[src/rtl/config_chain_sequencer.sv]
// Wishbone-controlled sequencer that streams 32-bit words LSB-first into an FPGA
// configuration shift chain, then pulses the latch enable to commit the chain.
module config_chain_sequencer #(
  parameter int          CHAIN_LEN    = 1024,
  parameter logic [31:0] BASE_ADDR    = 32'h3000_0000,
  parameter int          LATCH_CYCLES = 2
) (
  input  logic        wb_clk_i,
  input  logic        wb_rst_i,
  input  logic        wbs_stb_i,
  input  logic        wbs_cyc_i,
  input  logic        wbs_we_i,
  input  logic [3:0]  wbs_sel_i,
  input  logic [31:0] wbs_dat_i,
  input  logic [31:0] wbs_adr_i,
  output logic        wbs_ack_o,
  output logic [31:0] wbs_dat_o,
  output logic        cfg_shift_en,
  output logic        cfg_data,
  output logic        cfg_latch_en,
  output logic        cfg_done
);

  localparam int CW = $clog2(CHAIN_LEN + 1);
  localparam logic [CW-1:0] FULL = CW'(CHAIN_LEN);

  typedef enum logic [1:0] {IDLE, SHIFT, LATCH, DONE} state_t;

  state_t        state, state_nxt;
  logic [CW-1:0] count, count_nxt;
  logic [4:0]    bit_idx, bit_idx_nxt;
  logic [3:0]    lat_cnt, lat_cnt_nxt;
  logic          ovf, ovf_nxt, err, err_nxt;
  logic [31:0]   shreg, shreg_nxt;
  logic          ack_p1, ack_nxt;
  logic [31:0]   dat_p1, dat_nxt;

  logic        hit, req, wr_cfg, idle_like, accept, full;
  logic [31:0] status;
  logic        unused_ok;

  assign unused_ok = ^{wbs_sel_i, wbs_adr_i[1:0]};

  // A request seen in the cycle after our own ack is the same transfer still held.
  assign hit       = (wbs_adr_i[31:4] == BASE_ADDR[31:4]);
  assign req       = wbs_stb_i & wbs_cyc_i & hit & ~ack_p1;
  assign wr_cfg    = wbs_we_i & ~wbs_adr_i[3];
  assign idle_like = (state == IDLE) || (state == DONE);
  assign accept    = req & (~wr_cfg | idle_like);
  assign full      = (count == FULL);
  assign status    = {28'b0, err, ovf, (state == DONE), (state == SHIFT) || (state == LATCH)};

  always_comb begin
    state_nxt   = state;
    count_nxt   = count;
    bit_idx_nxt = bit_idx;
    lat_cnt_nxt = lat_cnt;
    ovf_nxt     = ovf;
    err_nxt     = err;
    shreg_nxt   = shreg;
    ack_nxt     = accept;
    dat_nxt     = 32'b0;

    case (state)
      SHIFT: begin
        shreg_nxt   = shreg >> 1;
        count_nxt   = count + CW'(1);
        bit_idx_nxt = bit_idx + 5'd1;
        if ((count + CW'(1)) == FULL) begin
          state_nxt = IDLE;
          if (bit_idx != 5'd31) ovf_nxt = 1'b1;
        end else if (bit_idx == 5'd31) begin
          state_nxt = IDLE;
        end
      end
      LATCH: begin
        if (lat_cnt == 4'(LATCH_CYCLES - 1)) state_nxt = DONE;
        else lat_cnt_nxt = lat_cnt + 4'd1;
      end
      default: ;
    endcase

    // Config writes are only accepted in IDLE/DONE, so they never collide with the above.
    if (accept) begin
      if (!wbs_we_i) begin
        case (wbs_adr_i[3:2])
          2'd2:    dat_nxt = status;
          2'd3:    dat_nxt = 32'(count);
          default: dat_nxt = 32'b0;
        endcase
      end else if (wbs_adr_i[3:2] == 2'd0) begin
        if (full) begin
          ovf_nxt   = 1'b1;
          state_nxt = IDLE;
        end else begin
          shreg_nxt   = wbs_dat_i;
          bit_idx_nxt = 5'd0;
          state_nxt   = SHIFT;
        end
      end else if (wbs_adr_i[3:2] == 2'd1) begin
        if (wbs_dat_i[0]) begin
          count_nxt = '0;
          ovf_nxt   = 1'b0;
          err_nxt   = 1'b0;
          state_nxt = IDLE;
        end else if (wbs_dat_i[1]) begin
          if (full) begin
            state_nxt   = LATCH;
            lat_cnt_nxt = 4'd0;
          end else begin
            err_nxt = 1'b1;
          end
        end
      end
    end
  end

  always_ff @(posedge wb_clk_i) begin
    if (wb_rst_i) begin
      state   <= IDLE;
      count   <= '0;
      bit_idx <= 5'd0;
      lat_cnt <= 4'd0;
      ovf     <= 1'b0;
      err     <= 1'b0;
      ack_p1  <= 1'b0;
      dat_p1  <= 32'b0;
    end else begin
      state   <= state_nxt;
      count   <= count_nxt;
      bit_idx <= bit_idx_nxt;
      lat_cnt <= lat_cnt_nxt;
      ovf     <= ovf_nxt;
      err     <= err_nxt;
      ack_p1  <= ack_nxt;
      dat_p1  <= dat_nxt;
    end
  end

  // Shift data needs no reset: cfg_data is gated by the shift state.
  always_ff @(posedge wb_clk_i) begin
    shreg <= shreg_nxt;
  end

  assign wbs_ack_o    = ack_p1;
  assign wbs_dat_o    = dat_p1;
  assign cfg_shift_en = (state == SHIFT);
  assign cfg_data     = (state == SHIFT) & shreg[0];
  assign cfg_latch_en = (state == LATCH);
  assign cfg_done     = (state == DONE);

endmodule
[config.mk]
export PLATFORM = sky130hd
export DESIGN_NAME = config_chain_sequencer
export DESIGN_NICKNAME = d
export VERILOG_FILES = /design/src/rtl/config_chain_sequencer.sv
export SDC_FILE = /design/constraint.sdc
export NUM_CORES = 1
export LEC_CHECK = 0
export BUFFER_PORTS_ARGS = -buffer_cell sky130_fd_sc_hd__clkbuf_2
export CAP_MARGIN = 20
export CORE_UTILIZATION = 30
export CTS_CLUSTER_DIAMETER = 100
export DETAILED_ROUTE_END_ITERATION = 8
export PLACE_DENSITY_LB_ADDON = 0.12
export SETUP_SLACK_MARGIN = 0.05
export SYNTH_ARGS = -nofsm -noshare
export SYNTH_HDL_FRONTEND = slang
export SYNTH_SLANG_ARGS = --single-unit
export TNS_END_PERCENT = 100
[constraint.sdc]
create_clock -name wb_clk_i -period 4.86 [get_ports wb_clk_i]
set_input_delay 0.972 -clock wb_clk_i [delete_from_list [all_inputs] [get_ports wb_clk_i]]
set_output_delay 0.972 -clock wb_clk_i [all_outputs]
set_load 0.005 [all_outputs]
==> metrics.md <==
| Metric | Value |
|---|---|
| Register area | 1361 sq um |
| Synth unique cells | 42 |
| Setup TNS | 0 ns |
| Cts repair resizes | 0 |
| Setup crit start kind | register |
| CTS root buf | clkbuf_8 |
| Largest net degree at the start of global routing | 66 |
| Post-DRT Antenna Nets | 0 |
| Setup Viol. Count Final | 0 |
| Layout filler cell count | 1131 |
| Vias in the first global route | 2361 |
| Most common cell in the synthesized netlist | dfxtp_1 |
| CP arrival | 1.87 ns |
| Top cells by area, synth | dfxtp_1, mux2i_1, nor2_1, a21oi_1, buf_4 |
| Pre-Repair DR Iteration Count | 4 |
| Final hold vios | 0 |
| CTS max path bufs | 2 |
| CP max-delay cell | buf_4 |
| Comb power frac | 0.038 |
| Worst skew pair latency | 0.34 ns |
| Worst Setup End Kind | primary output |
| Cell taking the most area after synthesis | dfxtp_1 |
| Via density | ~4.4 |
| DRC Markers | 0 |
| Fin crit share | 0.5839 |
| I/O pins | 110 |
| Max Clock Freq | 352.4 MHz |
| Pwr dens | 297.9 nW/um^2 |
| Number of synthesized flops with an enable pin | 0 |
| Share of layout cells above drive strength 1 | 0.2337 |
| CP peak stage delay | 0.55 ns |
| DR vias | 2569 |
| Sequential area share after synthesis | 0.4225 |
| Placer Congestion | 0.7073 |
| Synth Instances | 362 |
| Synth warnings | 0 |
| Class of the tightest hold or removal check | register to register |
| Rel. slew slack | 0.5179 |
| Final Skew | 0.01447 ns |
| Clk pwr share | 0.483 |
| Setup CP Type | register to primary output |
| Count of pins over their slew limit | 0 |
| Input/output buffers | 82 |
| Reg power frac | 0.478 |
| Multi-input gate area | 1687 sq um |
| WP data required | 3.89 ns |
| Area grow syn2layout | 21.59% |
| Worst Max-Slew Pin Slew | between 0.7 and 0.8 ns |
| CTS HTree Levels | 3 |
| Initial Util | 0.3107 |
| Die Span Y | ~110 microns |
| Synth async-reset ratio | 0 |
| CP cell instances | inv_1 > ha_2 > buf_4 > and2_1 > clkbuf_2 |
| Antenna diode count | 0 |
| Post-synth top cells | dfxtp_1, nor2_1, mux2i_1 |
| Tmin final | around 2.8 ns |
| Setup Fix Bufs, Post-CTS | 0 |
| Static Leak | 1.633 nW |
| Crit-path max FO | 46 |
| Sink count of the clock tree | 68 |
| RSZ-0062 raised after global routing | false |
| Dpl hpwl | 4689 microns |
| Overall routed net length | about 6500 microns |
| Primary FF master, synth | dfxtp_1 |
| Total track usage | 0.1233 |
| Fin area | 3918 sq um |
| Area post-placement | roughly 3700 sq um |
| Yosys reg bits | 68 |
| Worst-path clk slew | 0.08 ns |
| Post-Syn Area | 3222 sq um |
| Nets | 523 |
| Overflow after GRT | 0 |
| Initial antenna violation count | 0 |
| Sw frac | 0.2087 |
| DR iter-0 viols | a little under 80 |
| CTS tree | built |
| Share of the synthesized area in the top cell type | 0.4225 |
| Max-cap violations | 0 |
| CP delay by family, top | buffers and inverters |
| Cts hold-fix bufs | 0 |
| Die area | between 10000 and 15000 sq um |
| Util after Layout | 0.3778 |
| Avg WL per Cell | 11.26 microns |
| Internal | 923.5 uW |
| Status | finished, final reports clean |
| Mean Syn Cell Area | 8.900 sq um |
| Row Count | 37 |
| First-pass GRT wire length | 10890 microns |
| WHS | 0.4953 ns |
| CTS buffer count | 9 |
| Final Total Pwr | ~1.2 mW |
| Worst vdd ir | about 150 uV |
| Core box area | 10370 sq um |
| Die X-Extent | 105.6 microns |
| NetSw | 243.6 uW |
| Buf/Inv on CP | 3 |
power by group through the flow:
| stage | Combinational (mW) | Clock (mW) | Sequential (mW) |
|---|---|---|---|
| 3_3_place_gp | 0.0448 | 0 | 0.571 |
| 2_1_floorplan | 0.0269 | 0 | 0.571 |
| 3_5_place_dp | 0.0449 | 0 | 0.571 |
| 6_report | 0.0448 | 0.564 | 0.558 |
| 4_1_cts | 0.0453 | 0.585 | 0.558 |
| 5_1_grt | 0.0508 | 0.611 | 0.558 |
cell type report:
cell class                 instances  area share
multi-input combinational        268      0.4305
sequential                        68      0.3475
timing repair buffer              84      0.1086
tap                              136     0.04344
clock buffer                      10     0.03258
clock inverter                     6     0.02874
inverter                           9    0.008623
path summary, 6_finish.rpt:
check	start	end	slack (ns)	depth (start not counted)
max	state[1]	cfg_data	2.02	5
min	err	err	0.50	2
max reg2reg	count[3]	shreg[31]	2.39	5
min reg2reg	err	err	0.50	2
state kept, by name, summed over array words and instances (netlist names):
signal / flops
shreg: 32
count: 11
wbs_dat_o: 11
bit_idx: 5
lat_cnt: 4
state: 2
err: 1
ovf: 1
wbs_ack_o: 1
logic make-up after synthesis:
| family | share of synthesized area |
|---|---|
| fa+ha+maj | 0.03883 |
| mux | 0.1216 |
| compound gates | 0.08699 |
| flops | 0.4225 |
| buf+inv | 0.07805 |
| simple gates | 0.2101 |
| other cells | 0.001164 |
| xor+xnor | 0.04078 |
layout by cell type (no fill, tap or decap), drive strengths merged, types with 8 or more instances in the layout:
master and count:
nand2 9, a21oi 36, mux2i 38, conb 21
nor2 67, nand4 8, dfxtp 68, xor2 9
inv 9, clkbuf 92, and2 8, ha 10
routing by layer:
metal,part of all wire,global-route usage,vias to the layer above
met3,0.071,0.04267,7
met5,0,0,-
met4,0.012,0.04167,0
met1,0.48,0.1577,1124
li1,-,-,1357
met2,0.44,0.1931,81
worst min-delay path, stage by stage, from the launching register on:
cell and delay, ns:
dfxtp_1 0.34, a41oi_1 0.05, nor2_1 0.07
stage by stage:
step | setup WS [ns] | instances
floorplan | 1.978 | 382
global placement | 1.742 | 565
detailed placement | 1.743 | 565
CTS | 1.974 | 581
global route | 1.879 | 581
finish | 2.022 | 581
Power figures use the tool's default switching activity.
